===== src/rtl/elevator_pkg.sv =====
// Shared elevator definitions: timer FSM state encodings and default 32 Hz tick constants.
package elevator_pkg;

    localparam int CNT_W = 7;

    localparam int RUN_TICKS_32HZ  = 64;
    localparam int DOOR_TICKS_32HZ = 96;

    typedef enum logic [2:0] {
        ST_IDLE      = 3'd0,
        ST_RUN       = 3'd1,
        ST_RUN_DONE  = 3'd2,
        ST_DOOR      = 3'd3,
        ST_DOOR_DONE = 3'd4
    } state_t;

endpackage


===== src/rtl/run_door_timer_if.sv =====
// Controller <-> run/door timer bundle: requests and buttons in, handshake pulses and status out.
interface run_door_timer_if;
    import elevator_pkg::*;

    logic             switch;
    logic             opendoor;
    logic             mv2nxt;
    logic             open_btn;
    logic             close_btn;
    logic             endRun;
    logic             endOpen;
    logic [CNT_W-1:0] DoorCount;
    logic             moving;
    logic             door_busy;

    modport master (
        output switch, opendoor, mv2nxt, open_btn, close_btn,
        input  endRun, endOpen, DoorCount, moving, door_busy
    );

    modport slave (
        input  switch, opendoor, mv2nxt, open_btn, close_btn,
        output endRun, endOpen, DoorCount, moving, door_busy
    );
endinterface


===== src/rtl/run_door_timer_tick_counter.sv =====
// 7-bit up counter with synchronous clear (dominant), enable and terminal-count flag at LIMIT-1.
module tick_counter
    import elevator_pkg::*;
#(
    parameter int LIMIT = 64
) (
    input  logic             clk,
    input  logic             clr,
    input  logic             en,
    output logic [CNT_W-1:0] count,
    output logic             tc
);

    always_ff @(posedge clk) begin
        if (clr)
            count <= '0;
        else if (en)
            count <= count + 7'd1;
    end

    assign tc = (count == 7'(LIMIT - 1));

endmodule


===== src/rtl/run_door_timer.sv =====
// Elevator run/door timing responder: times a floor run and a door cycle, answering with endRun/endOpen pulses.
module run_door_timer
    import elevator_pkg::*;
#(
    parameter int RUN_TICKS  = RUN_TICKS_32HZ,
    parameter int DOOR_TICKS = DOOR_TICKS_32HZ,
    parameter int MIN_OPEN   = 32,
    parameter int EXT_MAX    = 3
) (
    input  logic           clk,
    input  logic           rst_n,
    run_door_timer_if.slave bus
);

    state_t           state, nxt;
    logic [CNT_W-1:0] run_cnt, door_cnt, ext_cnt;
    logic             run_tc, door_tc;
    logic             run_clr, run_en, door_clr, door_en, ext_clr, ext_inc;
    logic             end_run_nxt, end_open_nxt;
    logic             end_run_q, end_open_q, moving_q, door_busy_q;
    logic             rst_act;

    // switch low behaves exactly like reset
    assign rst_act = !rst_n || !bus.switch;

    tick_counter #(.LIMIT(RUN_TICKS)) u_run (
        .clk   (clk),
        .clr   (rst_act || run_clr),
        .en    (run_en),
        .count (run_cnt),
        .tc    (run_tc)
    );

    tick_counter #(.LIMIT(DOOR_TICKS)) u_door (
        .clk   (clk),
        .clr   (rst_act || door_clr),
        .en    (door_en),
        .count (door_cnt),
        .tc    (door_tc)
    );

    always_ff @(posedge clk) begin
        if (rst_act) begin
            state       <= ST_IDLE;
            ext_cnt     <= '0;
            end_run_q   <= 1'b0;
            end_open_q  <= 1'b0;
            moving_q    <= 1'b0;
            door_busy_q <= 1'b0;
        end else begin
            state       <= nxt;
            if (ext_clr)
                ext_cnt <= '0;
            else if (ext_inc)
                ext_cnt <= ext_cnt + 7'd1;
            end_run_q   <= end_run_nxt;
            end_open_q  <= end_open_nxt;
            moving_q    <= (nxt == ST_RUN);
            door_busy_q <= (nxt == ST_DOOR);
        end
    end

    always_comb begin
        nxt          = state;
        run_clr      = 1'b0;
        run_en       = 1'b0;
        door_clr     = 1'b0;
        door_en      = 1'b0;
        ext_clr      = 1'b0;
        ext_inc      = 1'b0;
        end_run_nxt  = 1'b0;
        end_open_nxt = 1'b0;
        case (state)
            ST_IDLE: begin
                if (bus.opendoor) begin
                    nxt      = ST_DOOR;
                    door_clr = 1'b1;
                    ext_clr  = 1'b1;
                end else if (bus.mv2nxt) begin
                    nxt     = ST_RUN;
                    run_clr = 1'b1;
                end
            end
            ST_RUN: begin
                if (!bus.mv2nxt) begin
                    nxt     = ST_IDLE;
                    run_clr = 1'b1;
                end else if (run_tc) begin
                    nxt         = ST_RUN_DONE;
                    run_clr     = 1'b1;
                    end_run_nxt = 1'b1;
                end else begin
                    run_en = 1'b1;
                end
            end
            ST_RUN_DONE: begin
                if (!bus.mv2nxt)
                    nxt = ST_IDLE;
            end
            ST_DOOR: begin
                // abort, then open-button extension, then early close, then natural expiry
                if (!bus.opendoor) begin
                    nxt      = ST_IDLE;
                    door_clr = 1'b1;
                end else if (bus.open_btn && (ext_cnt < 7'(EXT_MAX))) begin
                    door_clr = 1'b1;
                    ext_inc  = 1'b1;
                end else if (bus.close_btn && !bus.open_btn && (door_cnt >= 7'(MIN_OPEN))) begin
                    nxt          = ST_DOOR_DONE;
                    end_open_nxt = 1'b1;
                end else if (door_tc) begin
                    nxt          = ST_DOOR_DONE;
                    end_open_nxt = 1'b1;
                end else begin
                    door_en = 1'b1;
                end
            end
            ST_DOOR_DONE: begin
                // DoorCount held through the pulse cycle, zeroed on the following edge
                door_clr = 1'b1;
                if (!bus.opendoor)
                    nxt = ST_IDLE;
            end
            default: nxt = ST_IDLE;
        endcase
    end

    assign bus.endRun    = end_run_q;
    assign bus.endOpen   = end_open_q;
    assign bus.DoorCount = door_cnt;
    assign bus.moving    = moving_q;
    assign bus.door_busy = door_busy_q;

endmodule


===== src/flat_wrapper.sv =====
// flat-port wrapper written by rule: the top's interface ports become plain ports
module run_door_timer_flat import elevator_pkg::*;
#(
    parameter int RUN_TICKS  = RUN_TICKS_32HZ,
    parameter int DOOR_TICKS = DOOR_TICKS_32HZ,
    parameter int MIN_OPEN   = 32,
    parameter int EXT_MAX    = 3
)
  (clk, rst_n, bus_switch, bus_opendoor, bus_mv2nxt, bus_open_btn, bus_close_btn, bus_endRun, bus_endOpen, bus_DoorCount, bus_moving, bus_door_busy);
  run_door_timer_if bus_i ();
  input  logic clk;
  input  logic rst_n;
  input wire logic [$bits(bus_i.switch)-1:0] bus_switch;
  input wire logic [$bits(bus_i.opendoor)-1:0] bus_opendoor;
  input wire logic [$bits(bus_i.mv2nxt)-1:0] bus_mv2nxt;
  input wire logic [$bits(bus_i.open_btn)-1:0] bus_open_btn;
  input wire logic [$bits(bus_i.close_btn)-1:0] bus_close_btn;
  output wire logic [$bits(bus_i.endRun)-1:0] bus_endRun;
  output wire logic [$bits(bus_i.endOpen)-1:0] bus_endOpen;
  output wire logic [$bits(bus_i.DoorCount)-1:0] bus_DoorCount;
  output wire logic [$bits(bus_i.moving)-1:0] bus_moving;
  output wire logic [$bits(bus_i.door_busy)-1:0] bus_door_busy;
  assign bus_i.switch = bus_switch;
  assign bus_i.opendoor = bus_opendoor;
  assign bus_i.mv2nxt = bus_mv2nxt;
  assign bus_i.open_btn = bus_open_btn;
  assign bus_i.close_btn = bus_close_btn;
  assign bus_endRun = bus_i.endRun;
  assign bus_endOpen = bus_i.endOpen;
  assign bus_DoorCount = bus_i.DoorCount;
  assign bus_moving = bus_i.moving;
  assign bus_door_busy = bus_i.door_busy;
  run_door_timer #(.RUN_TICKS(RUN_TICKS), .DOOR_TICKS(DOOR_TICKS), .MIN_OPEN(MIN_OPEN), .EXT_MAX(EXT_MAX)) u_core (.clk(clk), .rst_n(rst_n), .bus(bus_i));
endmodule

===== config.mk =====
export PLATFORM = sky130hd
export DESIGN_NAME = run_door_timer_flat
export DESIGN_NICKNAME = d
export VERILOG_FILES = /design/src/rtl/elevator_pkg.sv /design/src/rtl/run_door_timer_if.sv /design/src/rtl/run_door_timer_tick_counter.sv /design/src/rtl/run_door_timer.sv /design/src/flat_wrapper.sv
export SDC_FILE = /design/constraint.sdc
export NUM_CORES = 1
export LEC_CHECK = 0
export ABC_AREA = 1
export BUFFER_PORTS_ARGS = -buffer_cell sky130_fd_sc_hd__buf_4
export CAP_MARGIN = 20
export CORE_ASPECT_RATIO = 1.75
export CORE_MARGIN = 3
export CORE_UTILIZATION = 45
export CTS_CLUSTER_DIAMETER = 40
export DETAILED_ROUTE_END_ITERATION = 10
export PLACE_DENSITY = 0.67
export SYNTH_ARGS = -nofsm -noshare
export SYNTH_HDL_FRONTEND = slang
export SYNTH_SLANG_ARGS = --single-unit
export TNS_END_PERCENT = 20

===== constraint.sdc =====
create_clock -name clk -period 1.35 [get_ports clk]
set_input_delay 0.0675 -clock clk [delete_from_list [all_inputs] [get_ports clk]]
set_output_delay 0.0675 -clock clk [all_outputs]
set_load 0.05 [all_outputs]

==> run_results.csv, run 1 <==
group,metric,value,unit
setup_path,crit_path_end_kind,"register",
timing,finalCritPeriodShare,105,%
timing,hold_viol,0,
synth,yosys.area.top_type_share,40.5,%
route,vias,1392,
clocking,holdBufCountCts,0,
setup_path,worstSetupStartpointType,"register",
timing,timing.slew.headroom,77.8,%
route,firstDrtPassIters,7,
synth,ys_seq_area_share,40.5,%
clocking,cts_sinks,28,
die,num_rows,26,
setup_path,crit_fanout,7,
grt,grt_first_pass_wirelength,5750,µm
grt,grt_max_degree,16,
run_status,outcome,"finished with violations",
timing,setup_tns,-331,ps
synth,synth_area,0.00139,mm²
timing,post-route-min-period,1410,ps
power,ir_worst_vdd,0.873,mV
route,wirelength,3470,µm
place,hpwl,2560,µm
die,io_pins,18,
grt,antenna_found_initial,0,
setup_path,critPathRequiredTime,1560,ps
clocking,htreeDepth,1,
timing,fin_ws,-61.8,ps
clocking,cts.clk_slew.worst_paths,100,ps
synth,yosysTopAreaCell,"dfxtp_1",
setup_path,arrival,1630,ps
route,via_per_inst,5.08,
layout,layout_common_cells,"nand2_1, buf_4, inv_1",
place,place_area,0.00175,mm²
synth,synth_area_leaders,"dfxtp_1, nand2_1, inv_1",
setup_path,path_cells,"ha_4 > inv_4 > nor2_4 > nand2_2 > nand2_4 > nor3_4 > nand2_1 > a21oi_2",
setup_path,cp_slowest_stage_delay,360,ps
run_status,violations,"negative setup slack",
synth,syn-num-nets,207,
clocking,cts_buffers,3,
grt,grt_pass1_vias,1425,
place,port_buffers,17,
setup_path,path_class,"reg -> reg",
synth,syn-instance-count,197,
setup_path,worst_path_max_delay_cell,"dfxtp_4",
layout,layout_commonest_cell,"nand2_1",
timing,tightest_slew,329,ps
route,drtIter0Drc,48,
synth,yosys_warnings,0,
die,dieArea,0.00381,mm²
layout,filler_cell_count,245,
worst_hold_path,hold_path.class,"in -> reg",
route,wl_met3,66,µm
synth,synth.ff_latch_count,28,
route,postRouteAntennaNets,0,
synth,syn_area_per_cell,7.03,µm²
die,die_x,47.9,µm
layout,final_cells,274,
timing,fin_skew,6.11,ps
timing,clock.fmax,0.708,GHz
clocking,root_buffer,"clkbuf_8",
timing,rsz0062_at_grt,"true",
timing,hold_slack,108,ps
timing,setup_viol,8,
clocking,cts_tree,"done",
die,die_y,79.4,µm
route,drc,0,
place,place_congestion,0.834,
clocking,cts_buffer_depth,2,
place,placed_cells,265,
die,start_util,47.3,%
job,drv_cap,0,
layout,final_area,0.00196,mm²
timing,slew_viol_final,0,
layout,areaGrowthSynthToFinish,41.6,%
route,met2_wirelength,2210,µm
power,leakage,0.870,nW
synth,synth_cell_type_count,22,
route,post_drt_wl_per_cell,12.7,µm
grt,grt_use_total,20.7,%
grt,grt.overflow.total,0,
layout,drive_gt1_share,40.7,%
power,power.density,764,mW/mm²
die,coreArea,0.00293,mm²
route,highest_layer,"met4",
clocking,clock_latency,280,ps
route,wl_met1,1160,µm
layout,nNetsFinal,257,
layout,antennaDiodeCount,0,
## cell usage after synthesis (all sizes together)
cell type	number
nand4	2
inv	27
dfxtp	28
xor2	7
clkinv	1
a21oi	15
o21ai	2
or2	1
nor2	26
xnor2	3
ha	3
nand3	10
nand2	64
nor3	8
## what timing repair did
action | 4_1_cts | 5_1_grt
buffers inserted | 3 | 2
resized for setup | 13 | 25
pin swaps | 13 | 14
endpoints found under the setup margin | 21 | 21
## sequential cells by signal, indices dropped and copies added, names as in the netlist
name,count
u_core.bus.moving,1
u_core.ext_cnt,7
u_core.u_door.count,7
u_core.bus.door_busy,1
u_core.u_run.count,7
u_core.bus.endOpen,1
u_core.state,3
u_core.bus.endRun,1
## metal layers
metal / global-route usage, % / up-vias
met3: 2.71 / 4
met1: 19.6 / 654
li1: - / 714
met5: 0 / -
met2: 39.9 / 20
met4: 8.63 / 0
## where the power goes
part           leakage, nW  internal [mW]  total (mW)  switching (mW)
logic                0.606         0.0566       0.144          0.0877
registers            0.235          0.823       0.831         0.00820
clock network       0.0288          0.262       0.524           0.263
## layout make-up
type	instances	area [µm²]	share of cell area, %
multi-input cells	141	825	42.0
flip-flops and latches	28	593	30.2
repair buffers	45	345	17.6
inverters	28	109	5.55
clock buffers	4	55.1	2.81
well taps	28	35.0	1.79
## stage by stage
stage	power, mW	setup slack, ps	util, %
2_1_floorplan	0.919	-39.9	-
3_3_place_gp	0.975	-136	59.9
3_5_place_dp	0.978	-129	59.9
4_1_cts	1.50	-29.4	63.8
5_1_grt	1.56	-154	67.0
6_report	1.50	-61.8	67.0
## worst max-delay path: cells and delay by family, from the launching register on
family / cells / cell delay [ps]
buf+inv: 1 / 60
compound gates: 1 / 130
simple gates: 5 / 640
fa+ha+maj: 1 / 160
flops: 1 / 360
## cells by family after synthesis
kind of cell	after synthesis	synth area share (%)
buffers and inverters	28	7.68
AOI/OAI and AO/OA	17	6.14
DFF	28	40.5
adders and majority gates	3	2.71
xor gates and xnor gates	10	6.32
and+or+nand+nor	111	36.7
## path summary, 6_finish.rpt
check                          from                      to  slack (ps)  cells past startpoint
min                    bus_opendoor         u_core.state[2]         110                      3
max reg2reg  u_core.u_door.count[1]  u_core.u_door.count[4]         -60                      8
max          u_core.u_door.count[1]  u_core.u_door.count[4]         -60                      8
min reg2reg       u_core.ext_cnt[6]       u_core.ext_cnt[6]         430                      2
Power figures use the tool's default switching activity.
==> run 2: changes to the inputs <==
- CELL_PAD_IN_SITES_DETAIL_PLACEMENT: default -> 0
- CELL_PAD_IN_SITES_GLOBAL_PLACEMENT: default -> 2
- CORE_UTILIZATION: 45 -> 28
- PLACE_DENSITY: 0.67 -> default
- PLACE_DENSITY_LB_ADDON: default -> 0.1
==> run 2 against run 1 <==
  * Critical path type unchanged
  * Non-clock buffer count is 9 higher
  * Via count is 1.2% higher
  * Largest power group unchanged
  * Largest cell class unchanged
  * Critical endpoint is now u_core.u_door.count[5]
  * Utilization is 23 points lower
  * Wire length is 3.6% higher
  * Design area is 6.6% higher
  * The run still ends with negative setup slack left
  * Count of clock-buffer cells in the layout stayed put
==> run_results.csv, run 2 (same netlist as run 1, synthesis figures left out) <==
group,metric,value,unit
grt,grt_use_total,13.2,%
timing,post-route-min-period,1410,ps
setup_path,path_class,"reg -> reg",
clocking,cts_buffers,3,
layout,final_cells,307,
layout,layout_commonest_cell,"nand2_1",
die,start_util,29.2,%
clocking,holdBufCountCts,0,
die,num_rows,33,
place,pre_cts_ws,-188,ps
setup_path,critPathRequiredTime,1550,ps
setup_path,ff2ff_setup_slack,-60,ps
place,placed_cells,293,
clocking,htreeDepth,1,
die,dieArea,0.00586,mm²
layout,nNetsFinal,266,
power,p_total,1.45,mW
timing,hold_viol,0,
worst_hold_path,worstHoldPathCells,3,
grt,antenna_found_initial,0,
timing,fin_skew,11.4,ps
setup_path,cp-startpoint,"u_core.u_door.count[1]",
run_status,violations,"negative setup slack",
route,firstDrtPassIters,4,
timing,rsz0062_at_grt,"true",
layout,areaGrowthSynthToFinish,51.0,%
layout,layout_common_cells,"nand2_1, buf_4, inv_1",
layout,drive_gt1_share,43.5,%
clocking,cts.clk_slew.worst_paths,100,ps
place,port_buffers,17,
power,ir_worst_vdd,0.569,mV
timing,tightest_slew,367,ps
route,vias,1409,
power,leakage,0.910,nW
setup_path,r2r-end,"u_core.u_door.count[5]",
layout,filler_cell_count,512,
setup_path,crit_path_end,"u_core.u_door.count[5]",
route,wirelength,3600,µm
timing,slew_viol_final,0,
timing,finalCritPeriodShare,105,%
timing,timing.slew.headroom,75.3,%
die,io_pins,18,
place,place_congestion,0.739,
timing,clock.fmax,0.708,GHz
setup_path,r2r_start,"u_core.u_door.count[1]",
setup_path,reg2reg_depth,9,
timing,fin_ws,-62.4,ps
setup_path,worstSetupStartpointType,"register",
job,drv_cap,0,
route,post_drt_wl_per_cell,11.7,µm
route,drc,0,
die,coreArea,0.00475,mm²
layout,antennaDiodeCount,0,
route,via_per_inst,4.59,
grt,grt_first_pass_wirelength,5910,µm
die,die_x,59.2,µm
setup_path,arrival,1610,ps
clocking,cts_tree,"done",
clocking,cts_buffer_depth,2,
place,hpwl,2900,µm
clocking,cts_sinks,28,
setup_path,crit_path_end_kind,"register",
die,die_y,99.0,µm
layout,post-route-util,44.1,%
timing,setup_viol,6,
power,power.density,692,mW/mm²
worst_hold_path,hold_path.class,"in -> reg",
clocking,clock_latency,270,ps
layout,reg_top3,"u_core.ext_cnt: 7 flops, u_core.u_door.count: 7 flops, u_core.u_run.count: 7 flops",
grt,grt_max_degree,16,
setup_path,crit_fanout,3,
route,drtIter0Drc,40,
grt,grt.overflow.total,0,
run_status,outcome,"finished with violations",
grt,grt_pass1_vias,1369,
route,postRouteAntennaNets,0,
clocking,root_buffer,"clkbuf_8",
## run 2: worst max-delay path: stages (launching register included)
cell and delay [ps]:
dfxtp_4 370, ha_4 160, inv_4 60, nor2_4 30
nand2_2 90, nand2_4 60, nor3_4 250, buf_6 140
nand2_1 60, a21oi_2 120
## run 2: routing by layer
metal	track usage, %	share of wire (%)
met2	27.3	65
met5	0	0
met3	1.57	1.7
met4	4.19	1.3
met1	12.4	32
## run 2: area by class of cell
type                       count  area (µm²)  area share [%]
clock buffer                   4        45.0            2.15
inverter                      28         111            5.32
timing repair buffer          54         420            20.1
multi-input combinational    141         862            41.2
tap                           52        65.1            3.11
sequential                    28         588            28.1
## run 2: power by group
part	switching (mW)	leakage, nW	total, mW	internal, mW
clock	0.253	0.0228	0.465	0.211
combinational	0.0887	0.654	0.152	0.0630
sequential	0.00725	0.233	0.830	0.823
## run 2: worst min-delay path by stage
stage	startpoint	to	slack (ps)
detailed placement	bus_opendoor	u_core.state[2]	420
CTS	bus_opendoor	u_core.state[2]	120
global route	bus_opendoor	u_core.state[2]	120
global placement	bus_opendoor	u_core.state[2]	420
floorplan	bus_opendoor	u_core.state[2]	230
finish	bus_opendoor	u_core.state[2]	120
## run 2: metrics by stage
| step | area, µm² | hold slack, ps | TNS [ps] |
|---|---|---|---|
| floorplan | 1420 | 232 | -239 |
| global placement | 1810 | 416 | -1540 |
| detailed placement | 1810 | 421 | -1980 |
| CTS | 2010 | 117 | -172 |
| global route | 2090 | 119 | -1390 |
| finish | 2090 | 122 | -252 |
## run 2: what timing repair did
item,in CTS,in global routing
pin swaps,21,11
resized for setup,23,23
hold endpoints to repair,0,0
setup buffers,7,3
endpoints found under the setup margin,21,21
